==> config.mk <==
export PLATFORM = sky130hd
export DESIGN_NAME = batch_arbiter
export DESIGN_NICKNAME = d
export VERILOG_FILES = /design/src/rtl/batch_arb_pkg.sv /design/src/rtl/rr_pick.sv /design/src/rtl/batch_arbiter.sv
export SDC_FILE = /design/constraint.sdc
export NUM_CORES = 1
export LEC_CHECK = 0
export CORE_MARGIN = 8
export CORE_UTILIZATION = 46
export DETAILED_ROUTE_END_ITERATION = 8
export MAX_ROUTING_LAYER = met4
export PLACE_DENSITY = 0.84
export SYNTH_ARGS = -nofsm -noshare
export SYNTH_HDL_FRONTEND = slang
export SYNTH_SLANG_ARGS = --single-unit
export TNS_END_PERCENT = 50
==> constraint.sdc <==
create_clock -name clk_i -period 3.4 [get_ports clk_i]
set_clock_uncertainty 0.05 [all_clocks]
set_input_delay 0.51 -clock clk_i [delete_from_list [all_inputs] [get_ports clk_i]]
set_output_delay 0.51 -clock clk_i [all_outputs]
set_load 0.005 [all_outputs]
==> src/rtl/batch_arb_pkg.sv <==
// Shared types for the batch arbiter and its round-robin picker.
package batch_arb_pkg;

    typedef enum logic {
        IDLE   = 1'b0,
        STREAM = 1'b1
    } state_t;

    localparam int STAT_W = 16;

endpackage

==> src/rtl/rr_pick.sv <==
// Combinational round-robin picker: first valid requester at or after i_ptr, wrapping modulo N.
module rr_pick #(
    parameter int N     = 2,
    parameter int IDX_W = $clog2(N)
) (
    input  logic [N-1:0]     i_valid,
    input  logic [IDX_W-1:0] i_ptr,
    output logic [N-1:0]     o_grant,
    output logic [IDX_W-1:0] o_idx,
    output logic             o_any
);

    always_comb begin
        logic             w_found;
        logic [IDX_W:0]   w_sum;
        logic [IDX_W-1:0] w_k;
        o_grant = '0;
        o_idx   = '0;
        o_any   = 1'b0;
        w_found = 1'b0;
        w_sum   = '0;
        w_k     = '0;
        for (int i = 0; i < N; i++) begin
            // ptr < N and i < N, so one conditional subtract is a full modulo
            w_sum = {1'b0, i_ptr} + (IDX_W+1)'(i);
            if (w_sum >= (IDX_W+1)'(N))
                w_sum = w_sum - (IDX_W+1)'(N);
            w_k = w_sum[IDX_W-1:0];
            if (!w_found && i_valid[w_k]) begin
                w_found    = 1'b1;
                o_grant[w_k] = 1'b1;
                o_idx      = w_k;
            end
        end
        o_any = w_found;
    end

endmodule

==> src/rtl/batch_arbiter.sv <==
// Round-robin batch scheduler sharing one A/B operand path between NREQ requesters.
// Optional per-requester batch counters: define BATCH_ARBITER_STATS_EN.
module batch_arbiter
    import batch_arb_pkg::*;
#(
    parameter int NREQ       = 2,
    parameter int ITEM_WIDTH = 8,
    parameter int MAX_BEATS  = 1000
) (
    input  logic                       clk_i,
    input  logic                       reset_i,
    input  logic [NREQ-1:0]            req_valid_i,
    input  logic [NREQ*ITEM_WIDTH-1:0] req_a_i,
    input  logic [NREQ*ITEM_WIDTH-1:0] req_b_i,
    input  logic [NREQ-1:0]            req_last_i,
    output logic [NREQ-1:0]            req_ready_o,
    output logic [ITEM_WIDTH-1:0]      a_o,
    output logic [ITEM_WIDTH-1:0]      b_o,
    output logic                       op_valid_o,
    input  logic                       op_ready_i,
    output logic [NREQ-1:0]            grant_o,
    output logic                       busy_o,
    output logic                       batch_done_o,
    output logic [$clog2(NREQ)-1:0]    batch_id_o,
    output logic                       overrun_o
`ifdef BATCH_ARBITER_STATS_EN
    ,
    input  logic [$clog2(NREQ)-1:0]    stat_sel_i,
    output logic [STAT_W-1:0]          stat_cnt_o
`endif
);

    localparam int ID_W  = $clog2(NREQ);
    localparam int CNT_W = $clog2(MAX_BEATS + 1);
    localparam logic [CNT_W-1:0] LAST_BEAT = CNT_W'(MAX_BEATS - 1);

    function automatic logic [ID_W-1:0] next_ptr(input logic [ID_W-1:0] g);
        return (g == ID_W'(NREQ - 1)) ? '0 : g + ID_W'(1);
    endfunction

    function automatic logic [STAT_W-1:0] sat_inc(input logic [STAT_W-1:0] v);
        return (v == '1) ? v : v + STAT_W'(1);
    endfunction

    state_t                r_state, w_state_nxt;
    logic [NREQ-1:0]       r_grant;
    logic [ID_W-1:0]       r_gidx;
    logic [ID_W-1:0]       r_rr_ptr;
    logic [CNT_W-1:0]      r_beat;
    logic [ITEM_WIDTH-1:0] r_a, r_b;
    logic                  r_opv, r_done, r_ovr;
    logic [ID_W-1:0]       r_id;

    logic [NREQ-1:0]       w_pick_grant, w_ready;
    logic [ID_W-1:0]       w_pick_idx;
    logic                  w_pick_any, w_slot, w_xfer, w_last, w_end;
    logic [ITEM_WIDTH-1:0] w_a, w_b;

    rr_pick #(.N(NREQ), .IDX_W(ID_W)) u_pick (
        .i_valid (req_valid_i),
        .i_ptr   (r_rr_ptr),
        .o_grant (w_pick_grant),
        .o_idx   (w_pick_idx),
        .o_any   (w_pick_any)
    );

    // Output register may take a new pair if empty or being drained this cycle
    assign w_slot = !r_opv || op_ready_i;
    assign w_a    = req_a_i[r_gidx*ITEM_WIDTH +: ITEM_WIDTH];
    assign w_b    = req_b_i[r_gidx*ITEM_WIDTH +: ITEM_WIDTH];

    always_comb begin
        w_state_nxt = r_state;
        w_ready     = '0;
        w_xfer      = 1'b0;
        w_last      = 1'b0;
        w_end       = 1'b0;
        case (r_state)
            IDLE: begin
                if (w_pick_any)
                    w_state_nxt = STREAM;
            end
            STREAM: begin
                w_ready = r_grant & {NREQ{w_slot}};
                w_xfer  = req_valid_i[r_gidx] && w_slot;
                w_last  = req_last_i[r_gidx];
                w_end   = w_xfer && (w_last || (r_beat == LAST_BEAT));
                if (w_end)
                    w_state_nxt = IDLE;
            end
            default: w_state_nxt = IDLE;
        endcase
    end

    always_ff @(posedge clk_i) begin
        if (!reset_i) begin
            r_state  <= IDLE;
            r_grant  <= '0;
            r_gidx   <= '0;
            r_rr_ptr <= '0;
            r_beat   <= '0;
            r_a      <= '0;
            r_b      <= '0;
            r_opv    <= 1'b0;
            r_done   <= 1'b0;
            r_id     <= '0;
            r_ovr    <= 1'b0;
        end else begin
            r_state <= w_state_nxt;
            r_done  <= w_end;
            r_ovr   <= w_end && !w_last;
            if (r_state == IDLE && w_pick_any) begin
                r_grant <= w_pick_grant;
                r_gidx  <= w_pick_idx;
                r_beat  <= '0;
            end
            if (w_xfer) begin
                r_a    <= w_a;
                r_b    <= w_b;
                r_opv  <= 1'b1;
                r_beat <= r_beat + CNT_W'(1);
            end else if (op_ready_i) begin
                r_opv <= 1'b0;
            end
            if (w_end) begin
                r_grant  <= '0;
                r_id     <= r_gidx;
                r_rr_ptr <= next_ptr(r_gidx);
                r_beat   <= '0;
            end
        end
    end

    assign req_ready_o  = w_ready;
    assign a_o          = r_a;
    assign b_o          = r_b;
    assign op_valid_o   = r_opv;
    assign grant_o      = r_grant;
    assign busy_o       = (r_state == STREAM);
    assign batch_done_o = r_done;
    assign batch_id_o   = r_id;
    assign overrun_o    = r_ovr;

`ifdef BATCH_ARBITER_STATS_EN
    logic [STAT_W-1:0] r_stat [NREQ];
    logic [STAT_W-1:0] r_stat_cnt;

    always_ff @(posedge clk_i) begin
        if (!reset_i) begin
            for (int i = 0; i < NREQ; i++)
                r_stat[i] <= '0;
            r_stat_cnt <= '0;
        end else begin
            if (w_end)
                r_stat[r_gidx] <= sat_inc(r_stat[r_gidx]);
            r_stat_cnt <= r_stat[stat_sel_i];
        end
    end

    assign stat_cnt_o = r_stat_cnt;
`endif

endmodule
Word-level counts from Yosys, hierarchy flattened --
Cells that the tools add are included.
Storage, ports and cells: bits of input ports 39, bits in registers 35, output and inout port bits 25, word-level logic and storage cells 77
Operators by class: reduce and logical (&&, ||, !) cells 15, add/sub/neg operators 5, eq/ne operators 1, bitwise operators 4, shift-type cells 2, multiplexer cells 32, order comparisons 7
Operator list (number):
- $shiftx A16 B5 Y8 | 2
- $mux W1 | 24
- $mux W10 | 2
- $add A10 B1 Y10 const B | 1
- $eq A10 B10 Y1 const B | 1
- $logic_and A1 B1 Y1 | 7
- $lt A1 B2 Y1 const B | 3
- $mux W2 | 3
- $reduce_bool A2 Y1 | 2
- $logic_not A1 Y1 | 3
- $add A1 B1 Y2 const B | 1
- $and A2 B2 Y2 | 1
- $demux W1 S1 | 2
- $ge A1 B1 Y1 const B | 2
- $ge A1 B2 Y1 const B | 1
- $ge A2 B2 Y1 const B | 1
- $logic_or A1 B1 Y1 | 2
- $not A1 Y1 | 2
- $or A2 B2 Y2 | 1
- $pmux W1 S2 | 1
- $reduce_or A2 Y1 | 1
- $sub A1 B1 Y1 const B | 2
- $add A1 B1 Y1 const B | 1

Depth between registers and ports, before layout --
Gate-level depths: netlist of run 1.
word-level depth 11, depth in mapped cells 6, gate-level depth less buffers 5

Hierarchy --
From an unflattened synthesis of run 1, not the netlist that was laid out.
Second synthesis, totals: cells, all modules 185, area, all modules 1642.8 µm²
Modules (own cells, without submodules):
- batch_arbiter | cells each 180, seq. area each 700.7 µm², area each 1610.3 µm², times used 1
- rr_pick | cells each 5, seq. area each 0.0 µm², area each 32.5 µm², times used 1

Least setup slack after synthesis of run 1 --
No wires, ideal clock.
path kind register to register, start point register r_state (netlist: busy_o), end point register r_beat[9], data required time 3219 ps, cell stages (with the launch flop) 7, path buffers 2, setup slack 1540 ps, clock period less this slack 1860 ps, setup time 131 ps, arrival time 1678 ps, cells stage by stage dfxtp_1 -> clkinv_1 -> or3_1 -> buf_2 -> o21ai_0 -> buf_2 -> a21oi_1
On the way: word-level cells in the longest chain between the ends 3, elaborated cells on any way between the ends 7, classes of those cells mux: 3; bitwise: 1; reduce/logical: 3
RTL lines:
- start, declared | RTL line batch_arbiter.sv:45 | state_t r_state, w_state_nxt;
- start signal, assigned | RTL line batch_arbiter.sv:109 | r_state <= w_state_nxt;
- $not A1 Y1
- $logic_and A1 B1 Y1 | RTL line batch_arbiter.sv:112 | if (r_state == IDLE && w_pick_any) begin
- $reduce_bool A2 Y1 (no source line)
- end signal, assigned | RTL line batch_arbiter.sv:121 | r_beat <= r_beat + CNT_W'(1);
- end, declared | RTL line batch_arbiter.sv:49 | logic [CNT_W-1:0] r_beat;
Parallel ways exist; a longest one is shown, timed or not. A chain may end at the register's enable or synchronous reset.

Worst setup path in the final report of run 1 --
start point input port op_ready_i, end point output port req_ready_o[0]
On the way: word-level cells in the longest chain between the ends 3
RTL lines:
- start, declared | RTL line batch_arbiter.sv:20 | input logic op_ready_i,
- $logic_or A1 B1 Y1 | RTL line batch_arbiter.sv:68 | assign w_slot = !r_opv || op_ready_i;
- $and A2 B2 Y2 | RTL line batch_arbiter.sv:84 | w_ready = r_grant & {NREQ{w_slot}};
- $mux W2 | RTL line batch_arbiter.sv:78 | case (r_state)
- end, declared | RTL line batch_arbiter.sv:16 | output logic [NREQ-1:0] req_ready_o,
Every way passes these cells.

==> results.cfg, run 1 <==
[timing]
slew_viol_final = 0
final.min_clock_period_ps = 2350
hold_violations = 0
tightest_slew_ps = 523
period_share_pct = 69.2
slew_headroom_pct = 64.1
fin_setup_tns_ps = 0
grt_setup_unrepaired = no
finalSetupViolCount = 0
fmax_mhz = 425

[clock_tree]
cts-buffers-inserted = 5
clockRootBuffer = clkbuf_4
cts_tree = yes
cts_hold_buf = 0
h-tree-depth = 2
path_clk_slew_ps = 110
clock-sinks = 35
cts_buffer_depth = 2
clk_latency_ps = 340
ctsResizeCount = 0
cts_setup_buffers = 0

[finish]
drive_gt1_share_pct = 5.44
design_area_mm2 = 0.00236
n_fill_cell = 286
diodes = 0
multi_input_area_um2 = 877
seqCellArea_um2 = 701
area_delta_synth_final_pct = 45.5
nNetsFinal = 278

[die]
fp-row-count = 21
die-area_mm2 = 0.00568
core_area_mm2 = 0.00336
die_h_um = 75.4
chipWidth_um = 75.4
start_util_pct = 48.3
ioPinCount = 64

[logic_synthesis]
yosysSeqAreaShare_pct = 43.2
synth_cell_type_count = 35
synth-compound-area-share_pct = 22.4
synth_edf_count = 0
synth_fa_ha_area_share_pct = 0.771
async_reset_ff_share_pct = 0
syn_avg_cell_area_um2 = 9.38
synth_xor_area_share_pct = 0
synth_area_mm2 = 0.00162
synth_top_family_by_area = compound AO/OA/AOI/OAI gates
synth_seq_cells = 35
ys_warn_count = 0
synth-simple-area-share_pct = 17.6
synth_mux_area_share_pct = 13.0
ys.flop_type = dfxtp_1
syn_inst = 173
synth_nets = 213

[detailed_routing]
via_per_inst = 5.45
drcViolationCount = 0
vias = 1552
first_pass_iters = 4
drt-total-wl_mm = 4.16
routedWlPerCell_um = 14.6
postRouteAntennaNets = 0
drt_iter0_markers = 115

[global_route]
grt.total_usage_pct = 16.2
grt_pass1_wl_mm = 6.76
grt_max_degree = 43
grt_overflow = 0
grt_pass1_vias = 1503
antenna_found_initial = 0

[outcome]
outcome = finished, final reports clean

[setup_path]
worstPathRequired_ps = 2840
critPathCaptureType = output port
start_kind = input port
cp.arrival_ps = 1790
path_max_fanout = 3
critPathKind = input port to output port

[place]
place.gp.congestion = 0.879
dp_hpwl_mm = 3.18
io_buffers = 63
dpl_cell_area_mm2 = 0.00231

[pwr]
leakagePower_nw = 0.994
ir_drop_v = 0.000300
pwr_density_cell_mw_per_mm2 = 361
power_mw = 0.852

[worst_hold_path]
hp-class = register to register

[flow_run]
drv_cap = 0
-- where the power goes --
| group | total (mW) | switching (mW) | leakage, nW | internal (mW) |
|---|---|---|---|---|
| clock network | 0.217 | 0.136 | 0.0293 | 0.0805 |
| registers | 0.446 | 0.0130 | 0.286 | 0.433 |
| logic | 0.190 | 0.0754 | 0.679 | 0.114 |
-- per-stage QoR --
stage                     std cells  setup slack, ps  util, %  hold WS, ps
after detailed placement        277              824     68.7          412
after global placement          277              889     68.7          394
final                           285             1050     70.2          428
after CTS                       285             1040     70.2          431
after global routing            285              949     70.2          447
after floorplan                 173             1540        -          398
-- worst max-delay path, cell delays in order --
cell	delay (ps)
clkdlybuf4s50_1	470
nand2b_1	140
and3_1	170
clkdlybuf4s50_1	500
-- cells by family after synthesis --
family / after synthesis
and+or+nand+nor: 57
AOI/OAI and AO/OA: 47
DFF: 35
muxes: 21
buffers and inverters: 12
adders and majority gates: 1
-- synthesized netlist by cell type (3+ instances only) --
cell type,number,area [µm²]
clkbuf_1,5,18.8
nand2_1,25,93.8
nand3b_1,3,22.5
dfxtp_1,35,701
buf_2,4,20.0
and3_1,6,37.5
nand3_1,3,15.0
mux2i_1,21,210
o211a_1,16,160
a21oi_1,11,55.1
o21ai_0,5,25.0
nand2b_1,3,18.8
nor2_1,4,15.0
and2_1,3,18.8
-- sequential cells by signal, indices dropped and copies added (netlist names) --
signal / flops
batch_done_o: 1
grant_o: 2
overrun_o: 1
r_gidx: 1
busy_o: 1
b_o: 8
batch_id_o: 1
r_rr_ptr: 1
op_valid_o: 1
r_beat: 10
a_o: 8
-- final timing paths --
check,slack [ps],from,depth (start not counted),endpoint
worst max register to register,1200,r_gidx,6,r_beat[8]
worst min-delay path,430,grant_o[1],2,grant_o[1]
worst min register to register,430,grant_o[1],2,grant_o[1]
worst max-delay path,1050,op_ready_i,4,req_ready_o[0]
-- placed cells by master, fill, tap and decap left out, types with 2 or more instances in the layout --
master / n
nand2_1: 25
a21oi_1: 11
or3_1: 2
nand3_1: 3
o31a_1: 2
o211a_1: 16
a21boi_0: 2
nor2_1: 4
clkdlybuf4s50_1: 63
mux2i_1: 21
dfxtp_1: 35
a41oi_1: 2
nand2b_1: 3
nand3b_1: 3
nor4_1: 2
clkbuf_4: 5
buf_4: 5
and3_1: 6
a311oi_1: 2
clkbuf_1: 2
o21ai_0: 5
o211ai_1: 2
and2_1: 3
-- final cells by class --
cell class              count  area share [%]
clock buffers               7            1.91
clock inverters             1           0.212
inverters                   2           0.318
multi-input cells         126            37.1
flip-flops and latches     35            29.7
well taps                  46            2.44
repair buffers             68            28.3
-- routing by layer --
layer / GRT usage (%) / vias up / part of all wire [%]
met3: 8.68 / 8 / 12
li1: - / 777 / -
met2: 24.8 / 68 / 45
met4: 6.40 / 0 / 1.5
met5: - / - / 0
met1: 17.3 / 699 / 42
Note: power is estimated with default switching activity, not from simulation.
==> inputs of run 2 (changes only) <==
CORE_UTILIZATION = 43   (was 46)
PLACE_DENSITY = 0.79   (was 0.84)
clock period = 2.3 ns   (was 3.4 ns; I/O delays follow)
==> run 2 against run 1 <==
Effect of this change:
- power increased by 80%
- cell area increased by 5.7%
- combinational power increased by 55%
- via count increased by 1.0%
- count of clock-buffer cells in the layout decreased by 1
- largest power group unchanged
- sequential cell count unchanged
- critical path type unchanged
- cell count increased by 3.2%
- clock power increased to 2.7 times the previous value
- critical path depth unchanged
- die area increased by 5.5%
- global-route usage decreased by 1.1 points
==> results.cfg, run 2 (same netlist as run 1, synthesis figures left out) <==
[finish]
final_core_util_pct = 68.7
diodes = 0
design_area_mm2 = 0.00250
final_cells = 294
area_delta_synth_final_pct = 53.8
top_register = r_beat
layout_common_cells = 63 x clkdlybuf4s50_1, 35 x dfxtp_1, 25 x nand2_1
drive_gt1_share_pct = 8.94
nNetsFinal = 285
final_common_cell = clkdlybuf4s50_1
largest_reg_flops = 10
n_fill_cell = 307

[timing]
period_share_pct = 87.2
fin_setup_tns_ps = 0
final.min_clock_period_ps = 2000
finalSetupViolCount = 0
slew_headroom_pct = 77.8
tightest_slew_ps = 324
slew_viol_final = 0
hold_violations = 0
grt_setup_unrepaired = no
layout_setup_ws_ps = 295
fmax_mhz = 499
hold_slack_ps = 419

[detailed_routing]
drcViolationCount = 0
drt_iter0_markers = 101
first_pass_iters = 4
routedWlPerCell_um = 14.4
vias = 1568
via_per_inst = 5.33
postRouteAntennaNets = 0
drt-total-wl_mm = 4.22

[die]
ioPinCount = 64
core_area_mm2 = 0.00363
start_util_pct = 44.7
fp-row-count = 22
chipWidth_um = 77.4
die_h_um = 77.4
die-area_mm2 = 0.00600

[place]
place_inst = 286
dpl_cell_area_mm2 = 0.00238
io_buffers = 63
place.gp.congestion = 0.858
dp_hpwl_mm = 3.24
pre_cts_slack_ps = 146

[clock_tree]
cts_setup_buffers = 0
cts-buffers-inserted = 5
clockRootBuffer = clkbuf_8
cts_buffer_depth = 2
clk_latency_ps = 290
clock-sinks = 35
ctsResizeCount = 0
path_clk_slew_ps = 70
h-tree-depth = 2
cts_hold_buf = 0
cts_tree = yes

[global_route]
grt_overflow = 0
grt_pass1_wl_mm = 7.18
antenna_found_initial = 0
grt.total_usage_pct = 15.2
grt_pass1_vias = 1602
grt_max_degree = 43

[setup_path]
worstPathRequired_ps = 1900
critPathKind = input port to output port
critPathCaptureType = output port
path_max_fanout = 3
cp.arrival_ps = 1610
start_kind = input port
reg2reg_depth = 6

[pwr]
ir_drop_v = 0.000447
power_mw = 1.53
leakagePower_nw = 1.06
pwr_density_cell_mw_per_mm2 = 614

[flow_run]
drv_cap = 0

[outcome]
outcome = finished, final reports clean

[worst_hold_path]
hold_depth = 2
hp-class = register to register
-- run 2: changes by cell type in the layout (fill, tap and decap cells not counted), sizes merged --
cell	before	now
buf	5	12
bufinv	0	1
clkbuf	7	6
-- run 2: cell type report --
class                   instances  area, µm²  area share, %
clock inverters                 2       35.0           1.40
inverters                       2       7.51          0.301
clock buffers                   6       82.6           3.31
flip-flops and latches         35        701           28.1
multi-input cells             126        877           35.1
well taps                      48       60.1           2.41
repair buffers                 75        733           29.4
-- run 2: final timing paths --
kind / from / end / slack [ps]
max: op_ready_i / req_ready_o[0] / 300
min reg2reg: batch_id_o / batch_id_o / 420
max reg2reg: r_gidx / r_beat[8] / 470
min: batch_id_o / batch_id_o / 420
-- run 2: where the power goes --
part | switching (mW) | total (mW) | internal, mW
combinational | 0.113 | 0.295 | 0.182
clock | 0.225 | 0.576 | 0.351
sequential | 0.0206 | 0.661 | 0.640
-- run 2: routing by layer --
layer  global-route usage (%)  wire length, µm  vias up
met5                        -                0        -
met1                     16.4             1750      708
met4                     6.23               68        0
met3                     10.0              564        7
met2                     21.4             1840       67
li1                         -                -      786
-- run 2: worst max-delay path, cell delays in order --
cell	delay, ps
clkdlybuf4s50_1	470
nand2b_1	140
and3_1	160
clkdlybuf4s50_1	500
